File: src/rtl/reg_slice_2d_pkg.sv
`default_nettype none
// ============================================================================
// Module      : reg_slice_2d_pkg
// Description : Shared constants and types for the two-entry register slice.
// Revision    : 1.0  initial release
// ============================================================================
package reg_slice_2d_pkg;

  // Occupancy counter width: holds 0..2 entries.
  localparam int unsigned c_COUNT_W = 2;

  // Occupancy value type as seen on the count port.
  typedef logic [c_COUNT_W-1:0] count_t;

endpackage : reg_slice_2d_pkg
`default_nettype wire

File: src/rtl/reg_slice_2d.sv
`default_nettype none
// ============================================================================
// Module      : reg_slice_2d
// Description : Fully registered two-entry valid/ready slice (skid buffer).
//               All outputs decode from registers only, so no combinational
//               path crosses the slice in either direction.
// Revision    : 1.0  initial release
// ============================================================================
module reg_slice_2d
  import reg_slice_2d_pkg::*;
#(
  parameter int unsigned WIDTH = 64
) (
  input  logic                 clk,
  input  logic                 rst,
  input  logic                 flush,
  input  logic [WIDTH-1:0]     a_data,
  input  logic                 a_valid,
  output logic                 a_ready,
  output logic [WIDTH-1:0]     b_data,
  output logic                 b_valid,
  input  logic                 b_ready,
  output logic [c_COUNT_W-1:0] count
);

  // Encoding equals the number of held entries, so count is the state itself.
  typedef enum logic [1:0] {
    ST_EMPTY = 2'd0,
    ST_ONE   = 2'd1,
    ST_FULL  = 2'd2
  } state_t;

  state_t           r_state;
  state_t           w_state_nxt;
  logic [WIDTH-1:0] r_main;
  logic [WIDTH-1:0] r_skid;
  logic             w_accept;
  logic             w_drain;
  logic             w_ld_main_a;
  logic             w_ld_main_skid;
  logic             w_ld_skid;

  assign a_ready  = (r_state != ST_FULL);
  assign b_valid  = (r_state != ST_EMPTY);
  assign b_data   = r_main;
  assign count    = count_t'(r_state);

  assign w_accept = a_valid && a_ready;
  assign w_drain  = b_valid && b_ready;

  // State register; flush is folded into the next-state logic.
  always_ff @(posedge clk) begin
    if (rst) begin
      r_state <= ST_EMPTY;
    end else begin
      r_state <= w_state_nxt;
    end
  end

  // Next-state and data-load decode. Flush drops everything, including any
  // word offered in the same cycle.
  always_comb begin
    w_state_nxt    = r_state;
    w_ld_main_a    = 1'b0;
    w_ld_main_skid = 1'b0;
    w_ld_skid      = 1'b0;
    if (flush) begin
      w_state_nxt = ST_EMPTY;
    end else begin
      case (r_state)
        ST_EMPTY: begin
          if (w_accept) begin
            w_ld_main_a = 1'b1;
            w_state_nxt = ST_ONE;
          end
        end
        ST_ONE: begin
          if (w_accept && w_drain) begin
            w_ld_main_a = 1'b1;
          end else if (w_accept) begin
            w_ld_skid   = 1'b1;
            w_state_nxt = ST_FULL;
          end else if (w_drain) begin
            w_state_nxt = ST_EMPTY;
          end
        end
        ST_FULL: begin
          if (w_drain) begin
            w_ld_main_skid = 1'b1;
            w_state_nxt    = ST_ONE;
          end
        end
        default: begin
          w_state_nxt = ST_EMPTY;
        end
      endcase
    end
  end

  // Payload registers carry no reset; contents are meaningless while empty.
  always_ff @(posedge clk) begin
    if (w_ld_main_a) begin
      r_main <= a_data;
    end else if (w_ld_main_skid) begin
      r_main <= r_skid;
    end
    if (w_ld_skid) begin
      r_skid <= a_data;
    end
  end

  // A stalled output word must not change until it is taken.
  a_b_data_stable : assert property (@(posedge clk) disable iff (rst)
    (b_valid && !b_ready && !flush) |=> (b_valid && $stable(b_data)));

  // The unused encoding 3 must never be reached.
  a_count_range : assert property (@(posedge clk) disable iff (rst)
    (r_state != 2'd3));

  // A full slice never takes a word.
  a_no_accept_full : assert property (@(posedge clk) disable iff (rst)
    !((r_state == ST_FULL) && w_accept));

endmodule : reg_slice_2d
`default_nettype wire

File: config.mk
export PLATFORM = sky130hd
export DESIGN_NAME = reg_slice_2d
export DESIGN_NICKNAME = d
export VERILOG_FILES = /design/src/rtl/reg_slice_2d_pkg.sv /design/src/rtl/reg_slice_2d.sv
export SDC_FILE = /design/constraint.sdc
export NUM_CORES = 1
export LEC_CHECK = 0
export CORE_MARGIN = 2
export CORE_UTILIZATION = 48
export DETAILED_ROUTE_END_ITERATION = 16
export GPL_ROUTABILITY_DRIVEN = 0
export PLACE_DENSITY = 0.81
export SLEW_MARGIN = 20
export SYNTH_ARGS = -nofsm -noshare
export SYNTH_HDL_FRONTEND = slang
export SYNTH_SLANG_ARGS = --single-unit
File: constraint.sdc
create_clock -name clk -period 10.45 [get_ports clk]
set_input_delay 2.6125 -clock clk [delete_from_list [all_inputs] [get_ports clk]]
set_output_delay 2.6125 -clock clk [all_outputs]
set_load 0.05 [all_outputs]
### Word level (Yosys, flattened, before mapping)

Cells that the tools add are included.

| storage, ports and cells | value |
|---|---|
| register bits after elaboration | 130 |
| input port bits | 69 |
| output and inout bits | 68 |
| word-level logic and storage cells | 36 |

| operators by class | value |
|---|---|
| equal/unequal tests | 7 |
| muxes and demuxes | 18 |
| reductions and logical operators | 8 |

Operators by type and width:

| cell | number |
|---|---|
| $mux W64 | 2 |
| $mux W2 | 5 |
| $mux W1 | 9 |
| $ne A2 B2 Y1 const B | 4 |
| $pmux W2 S3 | 1 |
| $reduce_and A4 Y1 | 1 |
| $reduce_bool A2 Y1 | 2 |
| $logic_and A1 B1 Y1 | 3 |
| $ne A3 B3 Y1 const B | 1 |
| $eq A2 B1 Y1 const B | 1 |
| $eq A2 B2 Y1 const B | 1 |
| $logic_not A2 Y1 | 1 |
| $pmux W1 S2 | 1 |
| $reduce_or A2 Y1 | 1 |

### Logic depth before layout (Yosys ltp)

| logic depth | value |
|---|---|
| depth after elaboration | 7 |
| gate-level depth with buffers | 5 |

### Worst setup path after synthesis

OpenSTA, ideal clock, no wires.

| path | value |
|---|---|
| path kind | input to register |
| from | input b_ready |
| to | register r_skid[0], enable pin |
| setup time | 579 ps |
| arrival | 7500 ps |
| slack | 2371 ps |
| cell stages on the path | 2 |
| buffers on the path | 0 |
| path through | nand2b_2 > nor3b_1 |

| between the ends | value |
|---|---|
| longest elaborated chain between the ends | 5 |

Ends and longest elaborated chain:

| element | line | RTL |
|---|---|---|
| start, declared | reg_slice_2d.sv:22 | `input logic b_ready,` |
| $logic_and A1 B1 Y1 | reg_slice_2d.sv:49 | `assign w_drain = b_valid && b_ready;` |
| $logic_and A1 B1 Y1 | reg_slice_2d.sv:78 | `if (w_accept && w_drain) begin` |
| $mux W1 | reg_slice_2d.sv:78 |  |
| $mux W1 | reg_slice_2d.sv:70 | `case (r_state)` |
| $mux W1 | reg_slice_2d.sv:67 | `if (flush) begin` |
| net w_ld_skid | reg_slice_2d.sv:41 | `logic w_ld_skid;` |
| end signal, assigned | reg_slice_2d.sv:108 | `r_skid <= a_data;` |
| end, declared | reg_slice_2d.sv:36 | `logic [WIDTH-1:0] r_skid;` |

The timed path passes the listed nets, and every way through them passes these cells.
A chain may end at the register's enable or synchronous reset.

### Worst setup path in the final report

| path | value |
|---|---|
| from | input b_ready |
| to | register r_main[55], in the netlist b_data[55], enable pin |

| between the ends | value |
|---|---|
| longest elaborated chain between the ends | 6 |
| elaborated cells between the ends (all ways) | 9 |
| classes of those cells | mux (6); reduce/logical (3) |

Ends and longest elaborated chain:

| element | line | RTL |
|---|---|---|
| $logic_and A1 B1 Y1 (*) | reg_slice_2d.sv:49 |  |
| $logic_and A1 B1 Y1 | reg_slice_2d.sv:78 |  |
| $mux W1 | reg_slice_2d.sv:78 |  |
| $pmux W1 S2 | reg_slice_2d.sv:70 |  |
| $mux W1 | reg_slice_2d.sv:67 |  |
| $reduce_bool A2 Y1 (no source line) (*) | - |  |
| end signal, assigned | reg_slice_2d.sv:103 | `r_main <= a_data;` |
| end signal, assigned | reg_slice_2d.sv:105 | `r_main <= r_skid;` |
| end, declared | reg_slice_2d.sv:35 | `logic [WIDTH-1:0] r_main;` |

Every way passes the cells marked *; elsewhere a longest branch is shown, timed or not.

==> results.env <==
MULTI_INPUT_AREA_UM2=1030
REG2REG_SETUP_SLACK_NS=8.00
VDD_DROP_MAX_V=0.000110
TRITONCTS_NUM_SINKS=130
ANTENNA_VIOLATIONS_BEFORE_REPAIR=0
DATA_REQUIRED_TIME_AT_THE_WORST_ENDPOINT_NS=10.65
YS_FF_LATCH=130
CTS_TREE='built'
DETAILED_PLACE_HPWL_MM=5.47
AREA_GROWTH_SYN_TO_LAYOUT_PCT=41.4
SWITCHING_SHARE_OF_POWER_PCT=22.4
TIMING.HOLD.WS_NS=0.544
POST_CTS_BUFFERS=0
MIN_PATH_CELLS=1
HOLD_VIOLATIONS=0
POWER_PER_CELL_AREA_nW_PER_UM2=182
SYNTH.AVG_CELL_AREA_UM2=22.9
IO-PIN-COUNT=137
SYNTH.YOSYS.SEQ_AREA_SHARE_PCT=78.1
GLOBALROUTETOTALUTIL_PCT=15.9
FMAX_ACHIEVED_GHz=0.211
ANT_NETS=0
POST_SYNTH_NUM_CELL_TYPES=20
ANTENNA_DIODE_COUNT=0
P_TOTAL_mW=1.28
WORST_SETUP_PATH_END_KIND='flip-flop'
TIMING.CRITICAL_PATH.CELLS='clkdlybuf4s50_1, nand2b_2, nand3b_1, buf_6, o21ai_4, buf_4'
INITIAL_UTILIZATION_PCT=48.8
POST-ROUTE-PERIOD-UTIL_PCT=45.3
NUMBER_OF_INSERTED_FILLER_CELLS_IN_THE_FINAL_LAYOUT=700
WORST_EP_ARRIVAL_TIME_NS=4.94
GRT_PASS1_WL_MM=13.2
CRITICAL_PATH.TOP_DELAY_FAMILY='buffers and inverters'
ROUTED_WIRE_LENGTH_PER_INSTANCE_UM=16.5
FINAL_LAYOUT_SIZE_SUFFIX_GT1_SHARE_PCT=26.8
POST_CTS_RESIZE_COUNT=0
FINISHED_LAYOUT_CELL_AREA_UM2=7030
TIMING.FINAL.MAX_SLEW_VIOLATIONS=0
FINAL-SETUP-VIOL-COUNT=0
RUN_STATUS='completed'
VIAS_AFTER_DETAILED_ROUTING=2502
START_TO_END_TYPE_OF_THE_WORST_SETUP_PATH='in2reg'
CORE_UM2=10200
WORST_REG2REG_PATH_ENDPOINT='b_data[55]$_DFFE_PP_'
WORST_SETUP_PATH_START_KIND='input pin'
PORT_BUFS=136
FP.DIEW_UM=106
DRT_WL_TOTAL_MM=8.52
WORST_CLOCK_SKEW_NS=0.00715
SYNTH-WARNING-COUNT=0
DRC=0
LAYOUT.CELLS.MOST_COMMON_LIST='sky130_fd_sc_hd__clkdlybuf4s50_1, sky130_fd_sc_hd__edfxtp_1, sky130_fd_sc_hd__mux2_4, sky130_fd_sc_hd__clkbuf_16, sky130_fd_sc_hd__mux2_2'
CP_SLOWEST_CELL='sky130_fd_sc_hd__buf_6'
VIASPERCELL=4.84
GRT_SETUP_UNREPAIRED='false'
CRIT_START='b_ready'
LAYOUT.AREA.SEQ_UM2=3880
INTERNAL_POWER_mW=0.990
HOLD_BUFFERS=0
DRT_ITER0_DRC=70
FINAL_CORE_UTILIZATION_PCT=69.0
TRITONCTS.NUM_BUFFERS=17
CAP_VIOLATIONS=0
INSTANCES_NO_FILL=517
FLOORPLAN.DIE_AREA_UM2=11200
P_SW_mW=0.286
SYN-NUM-NETS=286
CRIT_FANOUT=65
CLK_PIN_SLEW_NS=0.06
CTS.ROOT.BUFFER_CELL='sky130_fd_sc_hd__clkbuf_8'
NNETSFINAL=437
CLOCK_LATENCY_NS=0.51
TIMING.FINAL.WS_SETUP_NS=5.72
CLKPWRFRAC_PCT=42.9
MIN_TO='b_data[35]$_DFFE_PP_'
POST_SYNTH_INST_COUNT=217
FLOORPLAN.DIE.HEIGHT_UM=106
FINAL_PERIOD_MINUS_WORST_SETUP_SLACK_NS=4.73
TIMING.CRITICAL_PATH.BUF_INV=3
DPL.CELL_COUNT=485
R2R-START='count[1]$_SDFFE_PP0P_'
DPL_WORST_SLACK_NS=4.86
VIAS_IN_THE_FIRST_GLOBAL_ROUTE=2490
PWR-SHARE-COMB_PCT=10.5
FINAL_COMMON_CELL='sky130_fd_sc_hd__clkdlybuf4s50_1'
RELSLEWSLACK_PCT=44.1
CTS_HTREE_LEVELS=4
SYNTH_AREA_UM2=4970
TIMING.HOLD.WORST.START='r_skid[35]$_DFFE_PP_'
DRT_PRE_ANTENNA_ITERS=4
GRT_OVERFLOW=0
PLACEMENTROWS=37
POWER_FRAC_SEQ_PCT=46.6
HOLD_CLASS='reg2reg'
MAXIMUM_NUMBER_OF_PINS_ON_ONE_NET_BEFORE_GLOBAL_ROUTE_REPAIR=66
TIMING.CRITICAL_PATH.SLOWEST_CELL_DELAY_NS=0.62
R2R_CELLS=5
CTS_MAX_PATH_BUFFERS=2
POWER_LEAKAGE_nW=2.55
TIMING.SETUP.TNS_NS=0
DETAILED_PLACE.AREA_UM2=6470
WORST_SLEW_PIN_TRAN_NS=0.835
[layout make-up]
| class | instances | area share (%) |
|---|---|---|
| Multi-Input combinational cell | 80 | 14.6 |
| Sequential cell | 130 | 55.3 |
| Clock inverter | 14 | 1.99 |
| Clock buffer | 18 | 5.95 |
| Tap cell | 136 | 2.42 |
| Timing Repair Buffer | 139 | 19.7 |
[flip-flops by register name, indices dropped and copies added, names as in the netlist]
name / count
count: 2
r_skid: 64
b_data: 64
[synthesized netlist by cell type (all sizes together)]
| master | number | area [um^2] |
|---|---|---|
| buf | 7 | 72.6 |
| nand2b | 2 | 15.0 |
| a2111oi | 1 | 8.76 |
| or2b | 1 | 7.51 |
| nor2b | 1 | 13.8 |
| nand2 | 2 | 7.51 |
| dfxtp | 2 | 40.0 |
| nand3b | 1 | 7.51 |
| nor3b | 1 | 7.51 |
| nor3 | 1 | 5.00 |
| o21ai | 2 | 10.0 |
| or3 | 1 | 6.26 |
| a21oi | 1 | 5.00 |
| mux2 | 64 | 905 |
| o2bb2ai | 1 | 8.76 |
| edfxtp | 128 | 3840 |
| or2 | 1 | 6.26 |
[kinds of logic after synthesis]
logic type / share of synthesized area, %
AOI/OAI and AO/OA: 0.655
buffers and inverters: 1.46
DFF: 78.1
and+or+nand+nor: 1.54
muxes: 18.2
[worst register-to-register path, stage by stage (launching register included)]
cell                       delay, ns
sky130_fd_sc_hd__dfxtp_1        0.46
sky130_fd_sc_hd__nor2b_4        0.08
sky130_fd_sc_hd__nand3b_1       0.11
sky130_fd_sc_hd__buf_6          0.62
sky130_fd_sc_hd__o21ai_4        0.43
sky130_fd_sc_hd__buf_4          0.42
[power groups by stage]
stage | Clock (mW) | Combinational, mW | Sequential [mW]
after floorplan | 0 | 0.0381 | 0.648
after global placement | 0 | 0.132 | 0.605
after detailed placement | 0 | 0.135 | 0.605
after CTS | 0.561 | 0.135 | 0.595
after global routing | 0.583 | 0.139 | 0.596
final | 0.548 | 0.133 | 0.595
[metal layers]
| layer | vias to the layer above | GRT usage [%] | routed length [um] | share of wire [%] |
|---|---|---|---|---|
| met5 | - | 0 | 0 | 0 |
| met4 | 0 | 7.42 | 150 | 1.8 |
| met3 | 17 | 6.18 | 642 | 7.5 |
| met2 | 111 | 24.7 | 4070 | 48 |
| met1 | 1199 | 19.8 | 3660 | 43 |
| li1 | 1175 | - | - | - |
[how the worst max path moves through the flow]
stage                           endpoint  slack, ns  cells after the start
global placement    b_data[58]$_DFFE_PP_       5.00                      6
floorplan            r_skid[0]$_DFFE_PP_       2.37                      2
finish              b_data[55]$_DFFE_PP_       5.72                      6
CTS                 b_data[56]$_DFFE_PP_       5.41                      6
global route        b_data[15]$_DFFE_PP_       5.59                      6
detailed placement  b_data[16]$_DFFE_PP_       4.86                      6
Power figures use the tool's default switching activity.
